`src/rtl/hack_pkg.sv`:
```
// ----------------------------------------------------------------------------
// hack_pkg
// Shared declarations for the Hack platform blocks.
//   imem_arb_state_t     : ownership phases of the instruction-memory arbiter
//   IMEM_ARB_IDLE_CYCLES : default host-idle period before the CPU regains
//                          the instruction memory
// ----------------------------------------------------------------------------
package hack_pkg;

   typedef enum logic [1:0] {
      CPU     = 2'd0,
      DRAIN   = 2'd1,
      HOST    = 2'd2,
      RELEASE = 2'd3
   } imem_arb_state_t;

   localparam int IMEM_ARB_IDLE_CYCLES = 64;

endpackage

```
`src/rtl/hack_imem_arbiter.sv`:
```
// ----------------------------------------------------------------------------
// hack_imem_arbiter
// Shares the single-port instruction memory (1-cycle read latency) between
// the Hack CPU fetch port and the UART host load/readback port.  The CPU owns
// the memory by default; a host request freezes the CPU, one drain cycle lets
// the last fetch retire, then the host owns the memory until it has been idle
// for IDLE_CYCLES cycles, after which one release cycle hands it back.
//
// Ports
//   clk, rst_n         : clock, synchronous active-low reset
//   cpu_pc             : CPU fetch word address
//   cpu_instr(_valid)  : fetched instruction (mem_rdata passthrough) + valid
//   cpu_hold           : CPU must freeze PC and architectural state
//   host_address       : host byte address (bit 0 ignored)
//   host_wvalid/wready/wdata : host write channel
//   host_rvalid/rready : host read request channel
//   host_rrvalid/rdata : host read response
//   mem_*              : memory port
//   dbg_state          : current ownership phase, for observation only
//
// Handshake: a host write (read request) transfers in the cycle where
// host_wvalid & host_wready (host_rvalid & host_rready) are both high.  The
// host must hold valid and its payload stable until ready; ready may depend
// combinationally on valid, never the reverse.  A read response appears on
// host_rrvalid/host_rdata exactly one cycle after the accepting cycle and is
// not back-pressured.
// ----------------------------------------------------------------------------
module hack_imem_arbiter
   import hack_pkg::*;
#(
   parameter int AW          = 18,
   parameter int DW          = 16,
   parameter int PW          = 16,
   parameter int IDLE_CYCLES = IMEM_ARB_IDLE_CYCLES
) (
   input  logic            clk,
   input  logic            rst_n,
   input  logic [PW-1:0]   cpu_pc,
   output logic [DW-1:0]   cpu_instr,
   output logic            cpu_instr_valid,
   output logic            cpu_hold,
   input  logic [15:0]     host_address,
   input  logic            host_wvalid,
   output logic            host_wready,
   input  logic [DW-1:0]   host_wdata,
   input  logic            host_rvalid,
   output logic            host_rready,
   output logic            host_rrvalid,
   output logic [DW-1:0]   host_rdata,
   output logic            mem_read,
   output logic            mem_write,
   output logic [AW-1:0]   mem_address,
   output logic [DW-1:0]   mem_wdata,
   input  logic [DW-1:0]   mem_rdata,
   output imem_arb_state_t dbg_state
);

   localparam logic [1:0] S_CPU     = CPU;
   localparam logic [1:0] S_DRAIN   = DRAIN;
   localparam logic [1:0] S_HOST    = HOST;
   localparam logic [1:0] S_RELEASE = RELEASE;

   localparam int            CW       = $clog2(IDLE_CYCLES + 1);
   localparam logic [CW-1:0] IDLE_LIM = CW'(IDLE_CYCLES);

   logic [1:0]    state_q, state_d;
   logic [CW-1:0] idle_cnt_q, idle_cnt_d;
   logic [CW-1:0] idle_cnt_inc;
   logic          instr_valid_q, instr_valid_d;
   logic          rrvalid_q, rrvalid_d;
   logic          host_req;
   logic [AW-1:0] cpu_addr;
   logic [AW-1:0] host_addr;
   logic          unused_addr_lsb;

   assign host_req        = host_wvalid | host_rvalid;
   assign cpu_addr        = AW'(cpu_pc);
   // Host addresses bytes; the memory holds 16-bit words.
   assign host_addr       = AW'(host_address[15:1]);
   assign unused_addr_lsb = host_address[0];
   assign idle_cnt_inc    = idle_cnt_q + CW'(1);

   always_comb begin
      state_d       = state_q;
      idle_cnt_d    = '0;
      cpu_hold      = 1'b1;
      host_wready   = 1'b0;
      host_rready   = 1'b0;
      mem_read      = 1'b0;
      mem_write     = 1'b0;
      mem_address   = cpu_addr;
      mem_wdata     = host_wdata;
      instr_valid_d = 1'b0;
      rrvalid_d     = 1'b0;

      case (state_q)
         S_CPU: begin
            // A host request freezes the CPU in the same cycle and suppresses
            // the fetch, so nothing but the previous fetch is in flight.
            if (host_req) begin
               state_d = S_DRAIN;
            end else begin
               cpu_hold      = 1'b0;
               mem_read      = 1'b1;
               instr_valid_d = 1'b1;
            end
         end
         S_DRAIN: begin
            state_d = S_HOST;
         end
         S_HOST: begin
            mem_address = host_addr;
            if (host_wvalid) begin
               host_wready = 1'b1;
               mem_write   = 1'b1;
            end else if (host_rvalid) begin
               host_rready = 1'b1;
               mem_read    = 1'b1;
               rrvalid_d   = 1'b1;
            end else begin
               // Count consecutive idle cycles; the last one hands over.
               idle_cnt_d = idle_cnt_inc;
               if (idle_cnt_inc == IDLE_LIM) begin
                  state_d = S_RELEASE;
               end
            end
         end
         S_RELEASE: begin
            // No access here, so no host response can still be pending when
            // the CPU resumes.  A late request goes back through DRAIN.
            state_d = host_req ? S_DRAIN : S_CPU;
         end
         default: begin
            state_d = S_CPU;
         end
      endcase

      // Keep every memory and handshake control quiet while in reset.
      if (!rst_n) begin
         state_d       = S_CPU;
         idle_cnt_d    = '0;
         cpu_hold      = 1'b0;
         host_wready   = 1'b0;
         host_rready   = 1'b0;
         mem_read      = 1'b0;
         mem_write     = 1'b0;
         instr_valid_d = 1'b0;
         rrvalid_d     = 1'b0;
      end
   end

   always_ff @(posedge clk) begin
      if (!rst_n) begin
         state_q       <= S_CPU;
         idle_cnt_q    <= '0;
         instr_valid_q <= 1'b0;
         rrvalid_q     <= 1'b0;
      end else begin
         state_q       <= state_d;
         idle_cnt_q    <= idle_cnt_d;
         instr_valid_q <= instr_valid_d;
         rrvalid_q     <= rrvalid_d;
      end
   end

   assign cpu_instr       = mem_rdata;
   assign host_rdata      = mem_rdata;
   assign cpu_instr_valid = instr_valid_q;
   assign host_rrvalid    = rrvalid_q;
   assign dbg_state       = imem_arb_state_t'(state_q);

endmodule
```
`config.mk`:
```
export PLATFORM = sky130hd
export DESIGN_NAME = hack_imem_arbiter
export DESIGN_NICKNAME = d
export VERILOG_FILES = /design/src/rtl/hack_pkg.sv /design/src/rtl/hack_imem_arbiter.sv
export SDC_FILE = /design/constraint.sdc
export NUM_CORES = 1
export LEC_CHECK = 0
export BUFFER_PORTS_ARGS = -buffer_cell sky130_fd_sc_hd__buf_2
export CORE_MARGIN = 1.5
export CORE_UTILIZATION = 32
export CTS_CLUSTER_DIAMETER = 30
export DETAILED_ROUTE_END_ITERATION = 7
export PLACE_DENSITY_LB_ADDON = 0.3
export RECOVER_POWER = 100
export SLEW_MARGIN = 0
export SYNTH_ARGS = -nofsm -noshare
export SYNTH_HDL_FRONTEND = slang
export SYNTH_SLANG_ARGS = --single-unit
```
`constraint.sdc`:
```
create_clock -name clk -period 2.25 [get_ports clk]
set_input_delay 0.3375 -clock clk [delete_from_list [all_inputs] [get_ports clk]]
set_output_delay 0.3375 -clock clk [all_outputs]
set_load 0.03 [all_outputs]
```
# Yosys cells after proc, flatten, opt, wreduce, memory -nomap -nowiden
# Cells that the tools add are included.
# totals
out_inout_bits	75
word_cells	40
in_bits	68
reg_bits	11
# op_classes
n_eq_ne	8
n_mux	20
add_sub_neg	1
n_reduce_logical	4
bitwise_logic	3
# op_table
cell	count
2-to-1 mux 16 bit	1
2-to-1 mux 1 bit	13
2-to-1 mux 2 bit	4
!= test 2 bit, second input constant	4
one-hot mux 2 bit (4 select lines)	1
adder 7 x 1 -> 7 bit, second input constant	1
== test 7 bit, second input constant	1
== test 2 bit, second input constant	2
AND reduction 4 bit	1
OR reduction 4 bit	1
== test 2 x 1 -> 1 bit, second input constant	1
logical NOT 2 bit	1
inverter 1 bit	2
one-hot mux 1 bit (2 select lines)	1
AND reduction 2 bit	1
bitwise OR 1 bit	1

# Depth between registers and ports, before layout
# Gate-level depths: netlist (run 1).
# depth
depth_word	6
depth_mapped	7
ltp_nobuf	7

# Worst setup path before layout (run 1)
# Ideal clock, no wire load.
# synth_timing
path_kind	register to output
start	register state_q[1], in the netlist dbg_state[1]
end	output mem_write
arrival_ps	2055
t_required_ps	1913
stages_incl_launch_ff	6
n_path_buf	3
setup_slack_ps	-142
cell_sequence	dfxtp_1 ha_1 clkbuf_1 clkbuf_1 and3_1 buf_4
# synth_via
elab_chain_cells	3
# synth_lines
item	line	source
start: declaration	hack_imem_arbiter.sv:66	logic [1:0] state_q, state_d;
start signal: assignment	hack_imem_arbiter.sv:159	state_q <= state_d;
== test 2 bit	n/a	
2-to-1 mux 1 bit (2 in series)	n/a	
end: declaration	hack_imem_arbiter.sv:51	output logic mem_write,
# No other way between the ends.

# Worst setup path after layout (run 1)
# layout_timing
start	register state_q[0], in the netlist dbg_state[0]
end	output mem_address[14]
# layout_via
elab_chain_cells	2
# layout_lines
item	line	source
== test 2 bit	hack_imem_arbiter.sv:96	case (state_q)
2-to-1 mux 16 bit	hack_imem_arbiter.sv:96	
end: declaration	hack_imem_arbiter.sv:52	output logic [AW-1:0] mem_address,
# No other way between the ends.

==> results of run 1 <==
how the worst max path moves through the flow:
stage | slack, ns | cells past startpoint | to | start
after floorplan | 0.06 | 5 | mem_read | dbg_state[0]$_SDFFE_PN0P_
after global placement | 0.30 | 5 | mem_address[3] | dbg_state[0]$_SDFFE_PN0P_
after detailed placement | 0.24 | 5 | mem_address[14] | dbg_state[0]$_SDFFE_PN0P_
after CTS | 0.07 | 5 | mem_address[14] | dbg_state[0]$_SDFFE_PN0P_
after global routing | 0.02 | 6 | mem_read | dbg_state[0]$_SDFFE_PN0P_
final | 0.17 | 5 | mem_address[14] | dbg_state[0]$_SDFFE_PN0P_
power breakdown:
part	leakage [uW]	internal (uW)	total (uW)	switching (uW)
logic	0.000386	227	637	410
registers	0.0000892	217	245	28.6
clock network	0.0000150	68.7	132	62.9
total	0.000490	513	1010	501
worst register-to-register path, delay by kind of cell (launching register included):
family	cells	cell delay, ns
AOI/OAI and AO/OA	3	0.90
xor gates and xnor gates	1	0.15
and+or+nand+nor	1	0.14
adders and majority gates	1	0.28
DFF	1	0.40
routing by layer:
metal / wire length, um / vias up / global-route usage, %
li1: - / 406 / -
met1: 850 / 387 / 12.0
met2: 1360 / 74 / 24.7
met3: 268 / 5 / 4.68
met4: 53 / 0 / 4.44
met5: 0 / - / 0
cells in the mapped netlist, types with 2 or more instances:
master and count:
sky130_fd_sc_hd__a21oi_1 3, sky130_fd_sc_hd__buf_4 51, sky130_fd_sc_hd__clkbuf_1 3, sky130_fd_sc_hd__dfxtp_1 11, sky130_fd_sc_hd__ha_1 4, sky130_fd_sc_hd__inv_1 6
sky130_fd_sc_hd__mux2_2 15, sky130_fd_sc_hd__nand2_1 3, sky130_fd_sc_hd__nand3_1 4, sky130_fd_sc_hd__nor2_1 10, sky130_fd_sc_hd__or2_2 2, sky130_fd_sc_hd__xnor2_1 2
sky130_fd_sc_hd__xor2_1 4
through the flow:
stage / utilization (%) / cell area [sq um]
after floorplan: - / 1140
after global placement: 33.0 / 1110
after detailed placement: 33.0 / 1110
final: 33.0 / 1110
after CTS: 33.9 / 1140
after global routing: 33.0 / 1110
flip-flops by register name (all words and copies together) (netlist names):
signal,flops
dbg_state,2
idle_cnt_q,7
cpu_instr_valid,1
host_rrvalid,1
cell type report:
cell class                      instances  area [sq um]  share of cell area, %
Clock buffer                            4          26.3                   2.36
Inverter                                6          22.5                   2.03
Multi-Input combinational cell         63           502                   45.2
Sequential cell                        11           220                   19.8
Tap cell                               46          57.6                   5.18
Timing Repair Buffer                   60           283                   25.5
what timing repair did:
item / CTS / global route
setup endpoints to repair: 8 / 3
resized for setup: 1 / 1
hold buffers: 0 / 0
cell families (layout without fill, tap and decap cells):
logic type               count (synthesis)  count (layout)
XOR/XNOR                                 6               6
AO/OA/AOI/OAI                           10              10
flip-flops                              11              11
adder cells (fa/ha/maj)                  4               4
multiplexers                            15              15
other                                    1               2
AND/OR/NAND/NOR                         26              26
buffers and inverters                   60              70
==> impl_metrics.json, run 1 <==
{
  "synth.avg_cell_area_sq_um": 8.56,
  "port_buffers": 59,
  "cts_buffers": 3,
  "whs_path_depth": 3,
  "ctsRootBufferMaster": "sky130_fd_sc_hd__clkbuf_4",
  "area_growth_from_synthesis_to_final_layout_pct": -2.42,
  "yosysWarningCount": 0,
  "synth_edf_count": 0,
  "synth-seq-area-share_pct": 19.3,
  "post_synth_and_or_nand_nor_area_fraction_pct": 11.6,
  "power.density_nw_per_um2": 913,
  "synthAdderAreaFrac_pct": 4.40,
  "maxCapViolCount": 0,
  "fraction_of_synthesized_area_in_multiplexers_pct": 14.8,
  "drt-total-wl_mm": 2.53,
  "cp.arrival_ns": 1.74,
  "max_rail_drop_vdd_uv": 296,
  "drt-vias-per-instance": 4.59,
  "post_synth_xor_area_fraction_pct": 4.62,
  "r2r-start": "idle_cnt_q[0]$_SDFF_PP0_",
  "die_w_um": 62.7,
  "type_of_the_most_critical_hold_path": "input pin to flip-flop",
  "cts.sink_count": 11,
  "synthFlopType": "sky130_fd_sc_hd__dfxtp_1",
  "finClkSkew_ns": 0.00365,
  "power.static_leakage_uw": 0.000490,
  "avgRoutedWirePerCell_um": 13.3,
  "critical_path_peak_fanout": 11,
  "drt-initial-drc-count": 39,
  "antenna_found_initial": 0,
  "fillers": 388,
  "synth.largest_area_cell": "sky130_fd_sc_hd__buf_4",
  "grt_first_pass_wirelength_mm": 4.00,
  "cp.required_ns": 1.91,
  "final.setup.tns_ns": 0,
  "route.vias.total": 872,
  "report.power.total_uw": 1010,
  "timing.final.crit_share_pct": 92.5,
  "drt.antenna.violating_nets": 0,
  "total_congestion_overflow_after_global_routing": 0,
  "dp_slack_ns": 0.243,
  "timing.critical_path.cells": "inv_1, ha_4, buf_4, mux2_2, clkbuf_2",
  "grt_max_degree": 12,
  "finalHoldViolations": 0,
  "final_common_cell": "sky130_fd_sc_hd__buf_2",
  "fraction_of_synthesized_cell_area_taken_by_the_top_area_cell_type_pct": 33.6,
  "clock_tree_from_tritoncts": "done",
  "synth_top_cells_by_area": "sky130_fd_sc_hd__buf_4, sky130_fd_sc_hd__dfxtp_1, sky130_fd_sc_hd__mux2_2",
  "layout.nets": 217,
  "place.gp.congestion": 0.782,
  "async_reset_ff_share_pct": 0,
  "synth.distinct_cells": 28,
  "gr-usage-all-layers_pct": 12.7,
  "fraction_of_layout_cells_with_a_size_suffix_above_1_pct": 47.2,
  "drc": 0,
  "post_synth_inst_count": 133,
  "fp-row-count": 21,
  "synth_compound_gate_area_share_pct": 8.24,
  "num_io_pins": 143,
  "final-max-slew-violation-count": 0,
  "main_combinational_cell_family_by_area_after_synthesis": "buffers and inverters",
  "worstHoldStart": "rst_n",
  "holdWs_ns": 0.404,
  "critical_path.top_delay_family": "buffers and inverters",
  "cp_num_buf_inv": 3,
  "postSynthRegisterBits": 11,
  "final_period_minus_worst_setup_slack_ns": 2.08,
  "unrepaired_setup_endpoints_after_global_routing": "no",
  "clock.fmax_mhz": 480,
  "worst_slack_ns": 0.168,
  "cts.clk_slew.worst_paths_ns": 0.06,
  "outcome": "finished, final reports clean",
  "die-height_um": 62.7,
  "cts_max_path_buffers": 2,
  "critPathCaptureType": "output port",
  "slowest_stage": "sky130_fd_sc_hd__mux2_2",
  "n_antenna_cell": 0,
  "grt_pass1_vias": 867,
  "criticalPathCategory": "flip-flop to output port",
  "max_stage_delay_ns": 0.35,
  "ff2ff_setup_slack_ns": 0.28,
  "finalSetupViolations": 0,
  "initial_core_util_pct": 33.9,
  "worstSetupStartpointType": "flip-flop",
  "layout.cells.most_common_list": "sky130_fd_sc_hd__buf_2, sky130_fd_sc_hd__clkbuf_1, sky130_fd_sc_hd__mux2_2, sky130_fd_sc_hd__dfxtp_1, sky130_fd_sc_hd__nor2_1",
  "placeableCoreArea_sq_um": 3360,
  "whs_endpoint": "dbg_state[1]$_SDFFE_PN0P_",
  "reg2reg_depth": 6,
  "clock_tree.htree_level_count": 1,
  "drtPass1Iterations": 4,
  "die_area_sq_um": 3930,
  "synth.cell_area_sq_um": 1140,
  "clk-insertion-delay-late_ns": 0.27,
  "cts_setup_buffers": 0,
  "dp_hpwl_mm": 2.19,
  "critical_path.reg2reg.endpoint": "dbg_state[0]$_SDFFE_PN0P_",
  "post-place-cells": 186,
  "cell_count_final_fillers_out": 190
}
No activity file was read; power rests on OpenSTA's default activity.
==> run 2, diff against run 1 <==
--- a/config.mk
+++ b/config.mk
@@ -5,11 +5,11 @@
 export SDC_FILE = /design/constraint.sdc
 export NUM_CORES = 1
 export LEC_CHECK = 0
-export BUFFER_PORTS_ARGS = -buffer_cell sky130_fd_sc_hd__buf_2
-export CORE_MARGIN = 1.5
-export CORE_UTILIZATION = 32
+export CORE_AREA = 2 2 56 58
 export CTS_CLUSTER_DIAMETER = 30
 export DETAILED_ROUTE_END_ITERATION = 7
+export DIE_AREA = 0 0 58 60
+export DONT_BUFFER_PORTS = 1
 export PLACE_DENSITY_LB_ADDON = 0.3
 export RECOVER_POWER = 100
 export SLEW_MARGIN = 0
==> impl_metrics.json, run 2 (synthesis gave the netlist of run 1 again) <==
{
  "outcome": "finished, final reports clean",
  "cts_setup_buffers": 0,
  "worstSetupStartpointType": "flip-flop",
  "largest_register_ff_count": 7,
  "ctsResizeCount": 0,
  "placeableCoreArea_sq_um": 2900,
  "grt_first_pass_wirelength_mm": 3.64,
  "report.power.total_uw": 914,
  "die-height_um": 60,
  "cts.sink_count": 11,
  "initial_core_util_pct": 39.2,
  "area_taken_by_multi_input_logic_gates_sq_um": 494,
  "cts_max_path_buffers": 2,
  "num_io_pins": 143,
  "fp-row-count": 20,
  "dp_hpwl_mm": 2.29,
  "cp.required_ns": 1.91,
  "avgRoutedWirePerCell_um": 20.6,
  "die_area_sq_um": 3480,
  "total_congestion_overflow_after_global_routing": 0,
  "clk-insertion-delay-late_ns": 0.28,
  "power.density_nw_per_um2": 1080,
  "criticalPathCategory": "flip-flop to output port",
  "die_w_um": 58,
  "critical_path.reg2reg.endpoint": "dbg_state[0]$_SDFFE_PN0P_",
  "gr-usage-all-layers_pct": 14.9,
  "power.static_leakage_uw": 0.000323,
  "clock.fmax_mhz": 498,
  "fillers": 327,
  "whs_endpoint": "dbg_state[0]$_SDFFE_PN0P_",
  "cts.clk_slew.worst_paths_ns": 0.08,
  "clock_tree_from_tritoncts": "done",
  "n_antenna_cell": 0,
  "critPathCaptureType": "output port",
  "p_switching_uw": 477,
  "whs_path_depth": 2,
  "grt_pass1_vias": 662,
  "grt_max_degree": 10,
  "finClkSkew_ns": 0.0103,
  "cts_buffers": 3,
  "drc": 0,
  "net_switching_share_of_the_total_power_pct": 52.2,
  "drt-initial-drc-count": 17,
  "fraction_of_layout_cells_with_a_size_suffix_above_1_pct": 12.9,
  "drt.antenna.violating_nets": 0,
  "r2r-start": "idle_cnt_q[0]$_SDFF_PP0_",
  "registers.top_by_ff_count": "idle_cnt_q",
  "drtPass1Iterations": 4,
  "cp.arrival_ns": 1.67,
  "port_buffers": 0,
  "share_seq_of_total_power_pct": 25.7,
  "area_growth_from_synthesis_to_final_layout_pct": -25.4,
  "final_common_cell": "sky130_fd_sc_hd__mux2_1",
  "postCtsHoldBufs": 0,
  "drt-vias-per-instance": 5.39,
  "ctsRootBufferMaster": "sky130_fd_sc_hd__clkbuf_4",
  "layout.cells.most_common_list": "sky130_fd_sc_hd__mux2_1, sky130_fd_sc_hd__dfxtp_1, sky130_fd_sc_hd__nor2_1, sky130_fd_sc_hd__clkbuf_1, sky130_fd_sc_hd__inv_1",
  "maxCapViolCount": 0,
  "reg2reg_depth": 6,
  "place.gp.congestion": 0.782,
  "final.setup.tns_ns": 0,
  "clock_network_fraction_of_total_power_pct": 15.6,
  "layout.nets": 166,
  "area.sequential_sq_um": 220,
  "finalHoldViolations": 0,
  "unrepaired_setup_endpoints_after_global_routing": "no",
  "timing.final.crit_share_pct": 89.3,
  "type_of_the_most_critical_hold_path": "input pin to flip-flop",
  "worstHoldStart": "rst_n",
  "finalSetupViolations": 0,
  "final_period_minus_worst_setup_slack_ns": 2.01,
  "max_rail_drop_vdd_uv": 343,
  "power.internal_uw": 437,
  "drt-total-wl_mm": 2.60,
  "final-max-slew-violation-count": 0,
  "antenna_found_initial": 0,
  "share_comb_of_total_power_pct": 58.8,
  "critical_path_peak_fanout": 9,
  "route.vias.total": 679,
  "ff2ff_setup_slack_ns": 0.41,
  "clock_tree.htree_level_count": 1
}
run 2: how the worst max path moves through the flow:
stage	startpoint	to	depth (start not counted)
floorplan	dbg_state[0]$_SDFFE_PN0P_	mem_read	5
global placement	idle_cnt_q[0]$_SDFF_PP0_	dbg_state[0]$_SDFFE_PN0P_	6
detailed placement	idle_cnt_q[0]$_SDFF_PP0_	dbg_state[0]$_SDFFE_PN0P_	6
CTS	dbg_state[0]$_SDFFE_PN0P_	mem_read	5
global route	dbg_state[0]$_SDFFE_PN0P_	host_wready	5
finish	dbg_state[0]$_SDFFE_PN0P_	host_wready	5
run 2: metrics by stage:
step	instance area, sq um	setup WS, ns	std cells	hold WS (ns)	utilization [%]
final	850	0.241	126	0.255	29.3
after CTS	885	0.310	126	0.249	30.5
after global routing	850	0.158	126	0.242	29.3
after floorplan	1140	0.0553	134	0.441	-
after detailed placement	858	0.473	122	0.470	29.6
after global placement	858	0.494	122	0.457	29.6
run 2: final cells by class:
type	count	share of cell area, %
Inverter	6	2.65
Clock buffer	4	3.09
Multi-Input combinational cell	63	58.2
Sequential cell	11	25.9
Timing Repair Buffer	9	5.30
Tap cell	33	4.86
run 2: worst max-delay path: stages, from the launching register on:
cell and delay (ns):
sky130_fd_sc_hd__dfxtp_1 0.31, sky130_fd_sc_hd__inv_1 0.10, sky130_fd_sc_hd__ha_1 0.23, sky130_fd_sc_hd__buf_4 0.19
sky130_fd_sc_hd__and3_2 0.22, sky130_fd_sc_hd__clkbuf_1 0.32
run 2: power by group through the flow:
| stage | Clock (uW) | Sequential [uW] | Combinational, uW |
|---|---|---|---|
| after floorplan | 0 | 280 | 603 |
| after global placement | 0 | 239 | 582 |
| after detailed placement | 0 | 239 | 590 |
| after CTS | 146 | 235 | 591 |
| after global routing | 163 | 238 | 580 |
| final | 142 | 235 | 537 |
run 2: per-layer routing:
metal	GRT usage, %	routed length [um]	vias up
met1	13.9	816	283
met5	11.1	52	-
met3	13.0	530	10
met4	6.31	54	2
met2	22.2	1150	79
li1	-	-	305
==> run 3, diff against run 2 <==
==> constraint.sdc (replaced) <==
create_clock -name clk -period 2.25 [get_ports clk]
set_input_delay 0 -clock clk [delete_from_list [all_inputs] [get_ports clk]]
set_output_delay 0 -clock clk [all_outputs]
set_load 0.03 [all_outputs]
==> impl_metrics.json, run 3 (synthesis gave the netlist of run 1 again) <==
{
  "outcome": "finished, final reports clean",
  "clock_tree_from_tritoncts": "done",
  "slowest_stage": "sky130_fd_sc_hd__dlygate4sd3_1",
  "holdWs_ns": 0.0000132,
  "max_rail_drop_vdd_uv": 384,
  "clock_network_fraction_of_total_power_pct": 15.0,
  "p_switching_uw": 466,
  "post-place-cells": 121,
  "maxCapViolCount": 0,
  "clock_tree.htree_level_count": 1,
  "report.power.total_uw": 894,
  "cp.arrival_ns": 1.98,
  "ctsResizeCount": 0,
  "final_period_minus_worst_setup_slack_ns": 1.98,
  "dp_hpwl_mm": 2.32,
  "grt_max_degree": 12,
  "gr-usage-all-layers_pct": 14.7,
  "registers.top_by_ff_count": "idle_cnt_q",
  "timing.final.crit_share_pct": 87.9,
  "net_switching_share_of_the_total_power_pct": 52.1,
  "critPathCaptureType": "output port",
  "share_comb_of_total_power_pct": 58.8,
  "drt-vias-per-instance": 5.40,
  "ctsRootBufferMaster": "sky130_fd_sc_hd__clkbuf_4",
  "die-height_um": 60,
  "postCtsHoldBufs": 4,
  "total_congestion_overflow_after_global_routing": 0,
  "drtPass1Iterations": 2,
  "drt-total-wl_mm": 2.69,
  "whs_path_depth": 0,
  "max_stage_delay_ns": 0.57,
  "grt_pass1_vias": 687,
  "cts_max_path_buffers": 2,
  "cts_buffers": 3,
  "route.vias.total": 697,
  "whs_endpoint": "mem_wdata[9]",
  "critical_path.reg2reg.endpoint": "dbg_state[0]$_SDFFE_PN0P_",
  "reg2reg_depth": 6,
  "cp.required_ns": 2.25,
  "type_of_the_most_critical_hold_path": "input pin to output port",
  "die_area_sq_um": 3480,
  "antenna_found_initial": 0,
  "worstSetupStartpointType": "input pin",
  "cell_count_final_fillers_out": 129,
  "place.gp.congestion": 0.746,
  "critical_path_peak_fanout": 3,
  "grt_first_pass_wirelength_mm": 3.68,
  "power.density_nw_per_um2": 1010,
  "die_w_um": 58,
  "r2r-start": "idle_cnt_q[0]$_SDFF_PP0_",
  "finalHoldViolations": 0,
  "placement.cell_area_sq_um": 850,
  "final_common_cell": "sky130_fd_sc_hd__mux2_1",
  "unrepaired_setup_endpoints_after_global_routing": "no",
  "fillers": 314,
  "final.setup.tns_ns": 0,
  "drt.antenna.violating_nets": 0,
  "drc": 0,
  "final_cell_area_sq_um": 885,
  "final-max-slew-violation-count": 0,
  "area_growth_from_synthesis_to_final_layout_pct": -22.3,
  "fp-row-count": 20,
  "finalSetupViolations": 0,
  "power.internal_uw": 428,
  "area_taken_by_multi_input_logic_gates_sq_um": 500,
  "worstHoldStart": "host_wdata[9]",
  "initial_core_util_pct": 39.2,
  "num_io_pins": 143,
  "fraction_of_layout_cells_with_a_size_suffix_above_1_pct": 8.33,
  "clk-insertion-delay-late_ns": 0.27,
  "criticalPathCategory": "input pin to output port",
  "layout.cells.most_common_list": "sky130_fd_sc_hd__mux2_1, sky130_fd_sc_hd__dfxtp_1, sky130_fd_sc_hd__nor2_1, sky130_fd_sc_hd__clkbuf_1, sky130_fd_sc_hd__inv_1",
  "clock.fmax_mhz": 505,
  "ff2ff_setup_slack_ns": 0.40,
  "power.static_leakage_uw": 0.000328,
  "n_antenna_cell": 0,
  "timing.critical_path.cells": "dlygate4sd3_1, or2_2, dlygate4sd3_1, nor3_1, or2_2",
  "cts.sink_count": 11,
  "finClkSkew_ns": 0.00485,
  "port_buffers": 0,
  "largest_register_ff_count": 7,
  "layout.nets": 169,
  "drt-initial-drc-count": 6,
  "share_seq_of_total_power_pct": 26.1,
  "cts_setup_buffers": 0,
  "avgRoutedWirePerCell_um": 20.9,
  "area.sequential_sq_um": 220,
  "placeableCoreArea_sq_um": 2900
}
run 3: critical path, delay by kind of cell:
| kind | cells | cell delay [ns] |
|---|---|---|
| and+or+nand+nor | 3 | 0.85 |
| buffers and inverters | 2 | 1.12 |
run 3: layout make-up:
cell class | count | share of cell area [%]
clock buffers | 4 | 2.97
inverters | 6 | 2.55
multi-input cells | 63 | 56.6
flip-flops and latches | 11 | 24.9
well taps | 33 | 4.67
repair buffers | 12 | 8.35
run 3: stage by stage:
step / worst slack [ns] / utilization [%]
2_1_floorplan: 0.195 / -
3_3_place_gp: 0.494 / 29.3
3_5_place_dp: 0.432 / 29.3
4_1_cts: 0.274 / 31.6
5_1_grt: 0.179 / 30.5
6_report: 0.271 / 30.5
run 3: metal layers:
| metal | global-route usage [%] | part of all wire, % | up-vias |
|---|---|---|---|
| li1 | - | - | 312 |
| met1 | 13.9 | 33 | 306 |
| met2 | 23.7 | 47 | 73 |
| met3 | 11.0 | 18 | 6 |
| met4 | 6.98 | 1.7 | 0 |
| met5 | 0 | 0 | - |
run 3: worst max-delay path by stage:
stage	end	startpoint	slack, ns
floorplan	mem_write	dbg_state[1]$_SDFFE_PN0P_	0.20
global placement	dbg_state[0]$_SDFFE_PN0P_	idle_cnt_q[0]$_SDFF_PP0_	0.49
detailed placement	dbg_state[0]$_SDFFE_PN0P_	idle_cnt_q[0]$_SDFF_PP0_	0.43
CTS	mem_read	host_wvalid	0.27
global route	host_rready	dbg_state[0]$_SDFFE_PN0P_	0.18
finish	mem_read	host_wvalid	0.27
run 3: power by group through the flow:
stage	registers (uW)	logic (uW)	clock network (uW)
2_1_floorplan	280	600	0
3_3_place_gp	239	578	0
3_5_place_dp	239	585	0
4_1_cts	234	593	139
5_1_grt	236	561	146
6_report	234	526	134
